<file path="config.mk">
export PLATFORM = sky130hd
export DESIGN_NAME = mont_accum_arbiter_flat
export DESIGN_NICKNAME = d
export VERILOG_FILES = /design/src/rtl/mont_accum_arbiter_if.sv /design/src/rtl/mont_accum_arbiter.sv /design/src/flat_wrapper.sv
export SDC_FILE = /design/constraint.sdc
export NUM_CORES = 1
export LEC_CHECK = 0
export ABC_AREA = 1
export BUFFER_PORTS_ARGS = -buffer_cell sky130_fd_sc_hd__clkbuf_2
export CORE_ASPECT_RATIO = 0.6
export CORE_UTILIZATION = 44
export CTS_CLUSTER_SIZE = 28
export DETAILED_ROUTE_END_ITERATION = 16
export PLACE_DENSITY = 0.82
export SYNTH_ARGS = -nofsm -noshare
export SYNTH_HDL_FRONTEND = slang
export SYNTH_SLANG_ARGS = --single-unit
</file>
<file path="constraint.sdc">
create_clock -name clk_in -period 2.6 [get_ports clk_in]
set_input_delay 0.39 -clock clk_in [delete_from_list [all_inputs] [get_ports clk_in]]
set_output_delay 0.39 -clock clk_in [all_outputs]
set_load 0.1 [all_outputs]
</file>
<file path="src/rtl/mont_accum_arbiter_if.sv">
// Requester- and accumulator-facing signal bundle for mont_accum_arbiter.
// slave is the arbiter's view; master is the surrounding environment's view.
interface mont_accum_arbiter_if #(
    parameter int unsigned NUM_REQ       = 4,
    parameter int unsigned REGISTER_SIZE = 32
);
    localparam int unsigned IDX_W = (NUM_REQ > 1) ? $clog2(NUM_REQ) : 1;

    // Requester side
    logic [NUM_REQ-1:0]               req_in;
    logic [NUM_REQ-1:0]               base_valid_in;
    logic [NUM_REQ*REGISTER_SIZE-1:0] base_block_in;
    logic [NUM_REQ-1:0]               base_ready_out;
    logic [NUM_REQ-1:0]               exp_bit_in;
    logic [NUM_REQ-1:0]               exp_ack_out;
    logic [NUM_REQ-1:0]               res_valid_out;
    logic [REGISTER_SIZE-1:0]         res_data_out;
    logic [IDX_W-1:0]                 grant_out;
    logic                             busy_out;
    logic                             error_out;

    // Accumulator side
    logic                             acc_rst_out;
    logic                             acc_valid_out;
    logic [REGISTER_SIZE-1:0]         acc_data_out;
    logic                             acc_n_bit_out;
    logic                             acc_consumed_n_in;
    logic                             acc_valid_in;
    logic [REGISTER_SIZE-1:0]         acc_data_in;

    modport slave (
        input  req_in, base_valid_in, base_block_in, exp_bit_in,
        input  acc_consumed_n_in, acc_valid_in, acc_data_in,
        output base_ready_out, exp_ack_out, res_valid_out, res_data_out,
        output grant_out, busy_out, error_out,
        output acc_rst_out, acc_valid_out, acc_data_out, acc_n_bit_out
    );

    modport master (
        output req_in, base_valid_in, base_block_in, exp_bit_in,
        output acc_consumed_n_in, acc_valid_in, acc_data_in,
        input  base_ready_out, exp_ack_out, res_valid_out, res_data_out,
        input  grant_out, busy_out, error_out,
        input  acc_rst_out, acc_valid_out, acc_data_out, acc_n_bit_out
    );
endinterface

</file>
<file path="src/rtl/mont_accum_arbiter.sv">
// Round-robin scheduler sharing one Montgomery accumulator among NUM_REQ requesters,
// with accumulator reset/init sequencing and a stall watchdog.
module mont_accum_arbiter #(
    parameter int unsigned NUM_REQ         = 4,
    parameter int unsigned REGISTER_SIZE   = 32,
    parameter int unsigned BITS_IN_NUM     = 4096,
    parameter int unsigned EXP_BITS        = 2048,
    parameter int unsigned ACC_INIT_CYCLES = 4,
    parameter int unsigned WATCHDOG_CYCLES = 65536
) (
    input logic                 clk_in,
    input logic                 rst_n_in,
    mont_accum_arbiter_if.slave bus
);
    localparam int unsigned BLOCKS = BITS_IN_NUM / REGISTER_SIZE;
    localparam int unsigned IDX_W  = (NUM_REQ > 1) ? $clog2(NUM_REQ) : 1;
    localparam int unsigned BIT_W  = $clog2(EXP_BITS + 1);
    localparam int unsigned BLK_W  = $clog2(BLOCKS + 1);
    localparam int unsigned WD_W   = $clog2(WATCHDOG_CYCLES + 1);
    localparam int unsigned INIT_W = $clog2(ACC_INIT_CYCLES + 1);

    localparam logic [2:0] StAccRst  = 3'd0;
    localparam logic [2:0] StInit    = 3'd1;
    localparam logic [2:0] StIdle    = 3'd2;
    localparam logic [2:0] StRun     = 3'd3;
    localparam logic [2:0] StDrain   = 3'd4;
    localparam logic [2:0] StRelease = 3'd5;

    logic [2:0]               state_q, state_d;
    logic [IDX_W-1:0]         g_q, g_d;
    logic [IDX_W-1:0]         rr_q, rr_d;
    logic [BIT_W-1:0]         bit_cnt_q, bit_cnt_d;
    logic [BLK_W-1:0]         blk_cnt_q, blk_cnt_d;
    logic [WD_W-1:0]          wd_q, wd_d;
    logic [INIT_W-1:0]        init_q, init_d;
    logic                     err_q, err_d;

    logic                     pick_valid;
    logic [IDX_W-1:0]         pick_idx;
    logic [IDX_W-1:0]         idx;
    logic [IDX_W-1:0]         next_g;
    logic [REGISTER_SIZE-1:0] sel_block;

    // Scan from the highest offset down so the lowest offset from rr_q wins.
    always_comb begin
        pick_valid = 1'b0;
        pick_idx   = '0;
        idx        = '0;
        for (int i = NUM_REQ - 1; i >= 0; i--) begin
            idx = IDX_W'((32'(rr_q) + 32'(i)) % NUM_REQ);
            if (bus.req_in[idx]) begin
                pick_valid = 1'b1;
                pick_idx   = idx;
            end
        end
    end

    assign next_g = (g_q == IDX_W'(NUM_REQ - 1)) ? '0 : g_q + IDX_W'(1);

    always_comb begin
        sel_block = '0;
        for (int i = 0; i < NUM_REQ; i++) begin
            if (g_q == IDX_W'(i)) begin
                sel_block = bus.base_block_in[i*REGISTER_SIZE +: REGISTER_SIZE];
            end
        end
    end

    always_comb begin
        state_d   = state_q;
        g_d       = g_q;
        rr_d      = rr_q;
        bit_cnt_d = bit_cnt_q;
        blk_cnt_d = blk_cnt_q;
        wd_d      = '0;
        init_d    = '0;
        err_d     = err_q;

        case (state_q)
            StAccRst: state_d = StInit;
            StInit: begin
                if (init_q == INIT_W'(ACC_INIT_CYCLES - 1)) begin
                    state_d = StIdle;
                end else begin
                    init_d = init_q + INIT_W'(1);
                end
            end
            StIdle: begin
                bit_cnt_d = '0;
                blk_cnt_d = '0;
                if (pick_valid) begin
                    g_d     = pick_idx;
                    state_d = StRun;
                end
            end
            StRun: begin
                if (bus.acc_consumed_n_in) begin
                    bit_cnt_d = bit_cnt_q + BIT_W'(1);
                    if (bit_cnt_q == BIT_W'(EXP_BITS - 1)) begin
                        state_d = StDrain;
                    end
                end
            end
            StDrain: begin
                if (bus.acc_valid_in) begin
                    blk_cnt_d = blk_cnt_q + BLK_W'(1);
                    if (blk_cnt_q == BLK_W'(BLOCKS - 1)) begin
                        state_d = StRelease;
                    end
                end
            end
            StRelease: begin
                rr_d    = next_g;
                state_d = StIdle;
            end
            default: state_d = StAccRst;
        endcase

        // Any accumulator activity keeps the watchdog quiet; it is zero outside RUN/DRAIN,
        // so it always starts from zero on entry.
        if (state_q == StRun || state_q == StDrain) begin
            if (bus.acc_consumed_n_in || bus.acc_valid_in) begin
                wd_d = '0;
            end else if (wd_q == WD_W'(WATCHDOG_CYCLES - 1)) begin
                err_d   = 1'b1;
                rr_d    = next_g;
                state_d = StAccRst;
            end else begin
                wd_d = wd_q + WD_W'(1);
            end
        end
    end

    always_ff @(posedge clk_in or negedge rst_n_in) begin
        if (!rst_n_in) begin
            state_q   <= StAccRst;
            g_q       <= '0;
            rr_q      <= '0;
            bit_cnt_q <= '0;
            blk_cnt_q <= '0;
            wd_q      <= '0;
            init_q    <= '0;
            err_q     <= 1'b0;
        end else begin
            state_q   <= state_d;
            g_q       <= g_d;
            rr_q      <= rr_d;
            bit_cnt_q <= bit_cnt_d;
            blk_cnt_q <= blk_cnt_d;
            wd_q      <= wd_d;
            init_q    <= init_d;
            err_q     <= err_d;
        end
    end

    always_comb begin
        bus.base_ready_out = '0;
        bus.exp_ack_out    = '0;
        bus.res_valid_out  = '0;
        bus.res_data_out   = '0;
        bus.acc_valid_out  = 1'b0;
        bus.acc_data_out   = '0;
        bus.acc_n_bit_out  = 1'b0;
        case (state_q)
            StRun: begin
                bus.acc_valid_out      = bus.base_valid_in[g_q];
                bus.acc_data_out       = sel_block;
                bus.acc_n_bit_out      = bus.exp_bit_in[g_q];
                bus.base_ready_out[g_q] = 1'b1;
                bus.exp_ack_out[g_q]    = bus.acc_consumed_n_in;
            end
            StDrain: begin
                bus.res_valid_out[g_q] = bus.acc_valid_in;
                bus.res_data_out       = bus.acc_data_in;
            end
            default: ;
        endcase
    end

    assign bus.grant_out   = g_q;
    assign bus.busy_out    = (state_q == StRun) || (state_q == StDrain) || (state_q == StRelease);
    assign bus.error_out   = err_q;
    assign bus.acc_rst_out = (state_q == StAccRst);
endmodule

</file>
<file path="src/flat_wrapper.sv">
// flat-port wrapper written by rule: the top's interface ports become plain ports
module mont_accum_arbiter_flat 
#(
    parameter int unsigned NUM_REQ         = 4,
    parameter int unsigned REGISTER_SIZE   = 32,
    parameter int unsigned BITS_IN_NUM     = 4096,
    parameter int unsigned EXP_BITS        = 2048,
    parameter int unsigned ACC_INIT_CYCLES = 4,
    parameter int unsigned WATCHDOG_CYCLES = 65536
)
  (clk_in, rst_n_in, bus_req_in, bus_base_valid_in, bus_base_block_in, bus_exp_bit_in, bus_acc_consumed_n_in, bus_acc_valid_in, bus_acc_data_in, bus_base_ready_out, bus_exp_ack_out, bus_res_valid_out, bus_res_data_out, bus_grant_out, bus_busy_out, bus_error_out, bus_acc_rst_out, bus_acc_valid_out, bus_acc_data_out, bus_acc_n_bit_out);
  mont_accum_arbiter_if #(.NUM_REQ(NUM_REQ), .REGISTER_SIZE(REGISTER_SIZE)) bus_i ();
  input logic clk_in;
  input logic rst_n_in;
  input wire logic [$bits(bus_i.req_in)-1:0] bus_req_in;
  input wire logic [$bits(bus_i.base_valid_in)-1:0] bus_base_valid_in;
  input wire logic [$bits(bus_i.base_block_in)-1:0] bus_base_block_in;
  input wire logic [$bits(bus_i.exp_bit_in)-1:0] bus_exp_bit_in;
  input wire logic [$bits(bus_i.acc_consumed_n_in)-1:0] bus_acc_consumed_n_in;
  input wire logic [$bits(bus_i.acc_valid_in)-1:0] bus_acc_valid_in;
  input wire logic [$bits(bus_i.acc_data_in)-1:0] bus_acc_data_in;
  output wire logic [$bits(bus_i.base_ready_out)-1:0] bus_base_ready_out;
  output wire logic [$bits(bus_i.exp_ack_out)-1:0] bus_exp_ack_out;
  output wire logic [$bits(bus_i.res_valid_out)-1:0] bus_res_valid_out;
  output wire logic [$bits(bus_i.res_data_out)-1:0] bus_res_data_out;
  output wire logic [$bits(bus_i.grant_out)-1:0] bus_grant_out;
  output wire logic [$bits(bus_i.busy_out)-1:0] bus_busy_out;
  output wire logic [$bits(bus_i.error_out)-1:0] bus_error_out;
  output wire logic [$bits(bus_i.acc_rst_out)-1:0] bus_acc_rst_out;
  output wire logic [$bits(bus_i.acc_valid_out)-1:0] bus_acc_valid_out;
  output wire logic [$bits(bus_i.acc_data_out)-1:0] bus_acc_data_out;
  output wire logic [$bits(bus_i.acc_n_bit_out)-1:0] bus_acc_n_bit_out;
  assign bus_i.req_in = bus_req_in;
  assign bus_i.base_valid_in = bus_base_valid_in;
  assign bus_i.base_block_in = bus_base_block_in;
  assign bus_i.exp_bit_in = bus_exp_bit_in;
  assign bus_i.acc_consumed_n_in = bus_acc_consumed_n_in;
  assign bus_i.acc_valid_in = bus_acc_valid_in;
  assign bus_i.acc_data_in = bus_acc_data_in;
  assign bus_base_ready_out = bus_i.base_ready_out;
  assign bus_exp_ack_out = bus_i.exp_ack_out;
  assign bus_res_valid_out = bus_i.res_valid_out;
  assign bus_res_data_out = bus_i.res_data_out;
  assign bus_grant_out = bus_i.grant_out;
  assign bus_busy_out = bus_i.busy_out;
  assign bus_error_out = bus_i.error_out;
  assign bus_acc_rst_out = bus_i.acc_rst_out;
  assign bus_acc_valid_out = bus_i.acc_valid_out;
  assign bus_acc_data_out = bus_i.acc_data_out;
  assign bus_acc_n_bit_out = bus_i.acc_n_bit_out;
  mont_accum_arbiter #(.NUM_REQ(NUM_REQ), .REGISTER_SIZE(REGISTER_SIZE), .BITS_IN_NUM(BITS_IN_NUM), .EXP_BITS(EXP_BITS), .ACC_INIT_CYCLES(ACC_INIT_CYCLES), .WATCHDOG_CYCLES(WATCHDOG_CYCLES)) u_core (.clk_in(clk_in), .rst_n_in(rst_n_in), .bus(bus_i));
endmodule
</file>
# After elaboration in Yosys (flattened, before gate mapping)
# Index checks and enable logic that the tools add are counted.
# classes
eq_ne	14
n_mux	57
div_mod_pow	0
n_reduce_logical	12
n_lt_le_gt_ge	6
shifts	0
n_addsub	8
mul	0
n_bitwise	3
# ops
cell	count
$mux W32	6
$mux W17	3
$mux W3	11
$pmux W12 S2	1
$mux W2	9
$pmux W3 S6	1
$add A17 B1 Y17 const B	1
$eq A17 B16 Y1 const B	1
$pmux W8 S2	1
$lt A2 B3 Y1 const B	5
$mux W1	13
$add A12 B1 Y12 const B	1
$bmux W1 S2	6
$eq A12 B11 Y1 const B	1
$mux W12	1
$mux W4	3
$eq A3 B2 Y1 const B	3
$add A8 B1 Y8 const B	1
$and A4 B4 Y4	2
$eq A8 B7 Y1 const B	1
$mux W8	1
$eq A3 B3 Y1 const B	2
$reduce_and A2 Y1	3
$add A2 B1 Y2 const B	2
other kinds (15)	21
# word_totals
rom_bits	0
output_inout_bits	83
elab_cells	108
latchBits	0
input_bits	176
ff_bits	48
ram_bits	0
mem_count	0

# Logic depth before layout (Yosys ltp)
# logic_depth
ltp_word	12
depth_mapped	11
ltp_nobuf	10

# Worst setup path after synthesis
# OpenSTA, ideal clock, no wires.
# synth_path
kind	flip-flop to output port
from	reg u_core.g_q[0], in the netlist u_core.bus.grant_out[0]
to	out bus_acc_data_out[0]
arrival_ns	4.344
t_required_ns	2.210
path_stages_with_launch	8
path_slack_ns	-2.134
n_path_buf	2
path_cell_list	dfrtp_1 -> inv_1 -> ha_1 -> buf_2 -> inv_2 -> clkbuf_1 -> nor2_1 -> o31ai_1
# synth_via
elab_chain_cells	6
word_cells_on_any_way	9
cone_classes	eq/ne (3); mux (5); reduce/logical (1)
# synth_rtl
item	line_no	rtl
start: declaration	mont_accum_arbiter.sv:30	logic [IDX_W-1:0] g_q, g_d;
start signal: assignment	mont_accum_arbiter.sv:146	g_q <= g_d;
$logic_not A2 Y1	mont_accum_arbiter.sv:63	if (g_q == IDX_W'(i)) begin
$mux W32 (3 in series)	mont_accum_arbiter.sv:63	
$mux W32 *	mont_accum_arbiter.sv:63	
$mux W32 *	mont_accum_arbiter.sv:164	case (state_q)
end: declaration	flat_wrapper.sv:31	output wire logic [$bits(bus_i.acc_data_out)-1:0] bus_acc_data_out;
# Every way passes the cells marked *; elsewhere a longest branch is shown, timed or not.

# Final worst setup path
# layout_path
from	reg u_core.g_q[0], in the netlist u_core.bus.grant_out[0]
to	out bus_acc_data_out[8]
# The elaborated chain is that of the path after synthesis.

==> report_table.html <==
<table>
<tr><th>Metric</th><th>Value</th></tr>
<tr><th colspan="2">Global routing</th></tr>
<tr><td>Initial antenna violation count</td><td>1</td></tr>
<tr><td>Pin count of the biggest net entering global routing</td><td>49</td></tr>
<tr><td>Vias in the first global route</td><td>about 5300</td></tr>
<tr><td>Remaining Overflow, GRT</td><td>0</td></tr>
<tr><td>Total GRT Usage</td><td>0.348</td></tr>
<tr><td>Global-route wire length before repair</td><td>between 20000 and 30000 um</td></tr>
<tr><th colspan="2">Power</th></tr>
<tr><td>Static Leak</td><td>roughly 3.6 nW</td></tr>
<tr><td>Power share of the combinational group</td><td>0.766</td></tr>
<tr><td>Switch share</td><td>0.561</td></tr>
<tr><td>Total net switching power</td><td>4.46 mW</td></tr>
<tr><td>Maximum VDD drop</td><td>slightly below 0.8 mV</td></tr>
<tr><td>Proportion of power drawn by flip-flops and latches</td><td>0.115</td></tr>
<tr><td>Power density of the placed cells</td><td>between 1000 and 1500 nW/um^2</td></tr>
<tr><td>Clk network pwr share</td><td>0.119</td></tr>
<tr><td>Internal</td><td>3.49 mW</td></tr>
<tr><th colspan="2">Route</th></tr>
<tr><td>Via count normalized by instance count</td><td>5.43</td></tr>
<tr><td>Count of routing violations after the opening detailed-route iteration</td><td>between 400 and 500</td></tr>
<tr><td>Detailed-routed wire length on met3</td><td>around 1700 um</td></tr>
<tr><td>Via Count</td><td>roughly 5600</td></tr>
<tr><td>Antenna Violating Nets Remaining</td><td>0</td></tr>
<tr><td>Number of iterations in the first detailed-routing pass</td><td>5</td></tr>
<tr><td>Sum of routed wire segments on met1</td><td>a little over 7000 um</td></tr>
<tr><td>Aggregate routed wire length</td><td>approximately 18000 um</td></tr>
<tr><td>DR WL/cell</td><td>17.3 um</td></tr>
<tr><td>Met2 routed wirelength</td><td>approximately 8700 um</td></tr>
<tr><td>Highest layer used for signal routing</td><td>met4</td></tr>
<tr><td>Drt drc</td><td>0</td></tr>
<tr><th colspan="2">Yosys</th></tr>
<tr><td>Register bit count reported by yosys</td><td>48</td></tr>
<tr><td>Mapped Cells</td><td>around 660</td></tr>
<tr><td>Total number of yosys warnings</td><td>0</td></tr>
<tr><td>Cell types occupying the most area after synthesis</td><td>dfrtp_1 29%, nand2_1 13%, o21ai_0 8.7%</td></tr>
<tr><td>Sequential element share of the synthesized area</td><td>0.291</td></tr>
<tr><td>Post-synth net total</td><td>839</td></tr>
<tr><td>Synthesized cell area</td><td>4130 um^2</td></tr>
<tr><td>Avg Inst Size Synth</td><td>~6.3 um^2</td></tr>
<tr><td>Cell taking the most area after synthesis</td><td>dfrtp_1</td></tr>
<tr><td>Fraction of post-synthesis cell area in the top cell type by area</td><td>0.291</td></tr>
<tr><td>Count of different cell masters after synthesis</td><td>37</td></tr>
<tr><th colspan="2">Job</th></tr>
<tr><td>Reported max-cap violation count</td><td>0</td></tr>
<tr><th colspan="2">Placement</th></tr>
<tr><td>Worst slack after detailed placement</td><td>between 0.15 and 0.2 ns</td></tr>
<tr><td>Estimated wirelength of the detail-placed design</td><td>13500 um</td></tr>
<tr><td>Placed cell areas</td><td>roughly 6600 um^2</td></tr>
<tr><td>Placer Congestion</td><td>1.03</td></tr>
<tr><td>Input/output buffers</td><td>around 260</td></tr>
<tr><td>Cell count after placement</td><td>1011</td></tr>
<tr><th colspan="2">CTS</th></tr>
<tr><td>Clock-pin slew of the registers on the worst-case setup and hold paths</td><td>0.07 ns</td></tr>
<tr><td>Level count of the clock H-tree</td><td>2</td></tr>
<tr><td>Num CTS Buffers</td><td>5</td></tr>
<tr><td>Clock tree root buffer cell</td><td>clkbuf_16</td></tr>
<tr><td>CTS max path bufs</td><td>2</td></tr>
<tr><td>TritonCTS clock tree</td><td>yes</td></tr>
<tr><td>Num Clock Sinks</td><td>48</td></tr>
<tr><td>Clock Latency Late Sink</td><td>just under 0.3 ns</td></tr>
<tr><td>Hold-fix buffers, CTS</td><td>0</td></tr>
<tr><th colspan="2">Floorplan</th></tr>
<tr><td>Overall die width</td><td>between 100 and 150 um</td></tr>
<tr><td>Total I/O pin count</td><td>~260</td></tr>
<tr><td>Initial core utilization</td><td>0.470</td></tr>
<tr><td>Area of the die</td><td>between 9000 and 10000 um^2</td></tr>
<tr><td>Chip height</td><td>approximately 77 um</td></tr>
<tr><td>Core region area</td><td>between 8000 and 9000 um^2</td></tr>
<tr><td>Cell Rows</td><td>26</td></tr>
<tr><th colspan="2">Setup path</th></tr>
<tr><td>Critical Path RT</td><td>2.21 ns</td></tr>
<tr><td>WP data arrival</td><td>about 2.2 ns</td></tr>
<tr><td>Kind of end point of the critical path</td><td>output port</td></tr>
<tr><td>R2r startpoint</td><td>u_core.state_q[2]</td></tr>
<tr><td>Reg2reg path depth</td><td>9</td></tr>
<tr><td>Crit path max fanout</td><td>8</td></tr>
<tr><td>Worst reg2reg setup slack</td><td>about 0.63 ns</td></tr>
<tr><td>Critical path class</td><td>flip-flop to output port</td></tr>
<tr><td>Nature of the critical path startpoint</td><td>flip-flop</td></tr>
<tr><td>Crit Reg-Reg Endpoint</td><td>u_core.bit_cnt_q[5]</td></tr>
<tr><th colspan="2">Timing</th></tr>
<tr><td>Hold Vio Cnt, Final</td><td>0</td></tr>
<tr><td>Final worst hold slack</td><td>0.187 ns</td></tr>
<tr><td>Unrepaired setup endpoints after global routing</td><td>yes</td></tr>
<tr><td>Share of the clock period used by the worst path</td><td>0.994</td></tr>
<tr><td>Max-slew violation total from the final report</td><td>0</td></tr>
<tr><td># setup viols final</td><td>0</td></tr>
<tr><td>Worst slew pin tran</td><td>approximately 0.63 ns</td></tr>
<tr><td>FMAX</td><td>slightly below 400 MHz</td></tr>
<tr><td>Worst setup skew after layout</td><td>between 0.003 and 0.004 ns</td></tr>
<tr><td>Min Tclk post-route</td><td>between 2 and 3 ns</td></tr>
<tr><td>Fin worst setup slack</td><td>around 0.015 ns</td></tr>
<tr><td>Worst max-slew margin expressed relative to the limit</td><td>0.583</td></tr>
<tr><th colspan="2">Hold path</th></tr>
<tr><td>Hold/Removal Path Class</td><td>input port to asynchronous set/reset pin</td></tr>
<tr><th colspan="2">Layout</th></tr>
<tr><td>Area growth from synthesis to layout</td><td>72.4%</td></tr>
<tr><td>Final layout net count</td><td>roughly 1100</td></tr>
<tr><td>Layout Cell Area excl Fill</td><td>7110 um^2</td></tr>
<tr><td>Post-Layout Cell Count</td><td>roughly 1000</td></tr>
<tr><td>Fraction of final layout cells with drive strength greater than 1</td><td>0.424</td></tr>
<tr><th colspan="2">Outcome</th></tr>
<tr><td>Result of the run</td><td>finished, final reports clean</td></tr>
</table>
==> critical path, cell delays in order, from the launching register on <==
cell	delay [ns]
dfrtp_4	0.53
inv_4	0.10
ha_4	0.13
inv_2	0.04
nor2_4	0.23
buf_12	0.17
a22oi_1	0.07
nand2_1	0.08
o21ai_0	0.14
a21oi_4	0.20
buf_12	0.19
==> final cells by class <==
type | count | area, um^2
tap | 112 | 140
clock inverter | 3 | 90.1
multi-input combinational | 484 | 2940
antenna | 1 | 2.50
sequential | 48 | 1210
fill | 583 | 1670
clock buffer | 5 | 125
inverter | 94 | 363
timing repair buffer | 291 | 2240
==> registers in the layout (all words and copies together), names as in the netlist <==
name                  count
u_core.init_q             3
u_core.wd_q              17
u_core.bus.grant_out      2
u_core.rr_q               2
u_core.bus.error_out      1
u_core.state_q            3
u_core.bit_cnt_q         12
u_core.blk_cnt_q          8
==> synth_stat cells <==
master    number
o21a_1         1
nand3_2        2
o21ai_2        1
xnor2_1        4
nor2_2         4
nand3_1       24
nor3_1        14
clkbuf_1      14
nor4_1         1
inv_1         83
a21oi_2        2
ha_1           8
buf_2          9
nand3_4        2
nand4_1        9
nor3_4         1
xor2_1        11
o21ai_1        6
nand2_1      141
buf_6          2
a221oi_1       1
nor2_4         4
nor2_1        96
buf_1          3
o22ai_1        1
o211ai_1       2
o31ai_1        3
clkinv_1       1
a21oi_1       45
a22oi_1       22
nand2_4        1
nor3_2         1
inv_2         10
clkbuf_2       1
dfrtp_1       48
nand2_2        5
o21ai_0       72
==> worst max-delay path by stage <==
stage | cells past startpoint | from | slack [ns] | to
after floorplan | 5 | u_core.bus.grant_out[0] | -0.26 | bus_acc_data_out[0]
after global placement | 7 | u_core.state_q[2] | 0.25 | bus_acc_data_out[11]
after detailed placement | 10 | u_core.bus.grant_out[0] | 0.17 | bus_acc_data_out[1]
after CTS | 10 | u_core.bus.grant_out[0] | -0.002 | bus_acc_data_out[5]
after global routing | 10 | u_core.bus.grant_out[0] | -0.06 | bus_acc_data_out[8]
final | 10 | u_core.bus.grant_out[0] | 0.01 | bus_acc_data_out[8]
==> power groups by stage <==
stage	logic, mW	registers [mW]	clock network [mW]
3_5_place_dp	5.56	0.915	0
4_1_cts	5.75	0.904	0.955
6_report	6.09	0.915	0.948
5_1_grt	6.35	0.919	0.982
3_3_place_gp	5.46	0.907	0
2_1_floorplan	3.88	0.992	0
==> metrics by stage <==
stage                     power (mW)  setup TNS, ns  utilization
after floorplan                 4.87          -2.84            -
after global placement          6.37              0        0.755
after detailed placement        6.47              0        0.755
after CTS                       7.61       -0.00249        0.786
after global routing            8.25         -0.214        0.810
final                           7.95              0        0.810
==> metal layers <==
metal / track usage / up-vias
met5: 0 / -
met4: 0.114 / 0
met3: 0.0928 / 48
met2: 0.585 / 310
met1: 0.432 / 2605
li1: - / 2672
==> repair_timing <==
action                     in CTS  in global routing
cloned                          1                  3
gates resized for setup        13                 26
setup endpoints to repair      32                 31
pin swaps                       4                 16
buffers inserted                2                 12
==> cells by family (layout without fill, tap and decap cells) <==
logic type | count (synthesis) | count (layout) | share of synthesized area
AO/OA/AOI/OAI | 156 | 156 | 0.210
XOR/XNOR | 15 | 15 | 0.0318
adder cells (fa/ha/maj) | 8 | 8 | 0.0243
buffers and inverters | 123 | 393 | 0.119
flip-flops | 48 | 48 | 0.291
other | 0 | 1 | 0
AND/OR/NAND/NOR | 305 | 305 | 0.324
==> placed cells by master, fill, tap and decap left out, drive strengths merged <==
master    n
a21oi    47
a221oi    1
a22oi    22
buf      70
bufinv    3
clkbuf  226
clkinv    1
dfrtp    48
diode     1
ha        8
inv      93
nand2   147
nand3    28
nand4     9
nor2    104
nor3     16
nor4      1
o211ai    2
o21a      1
o21ai    79
o22ai     1
o31ai     3
xnor2     4
xor2     11
Note: power is estimated with default switching activity, not from simulation.
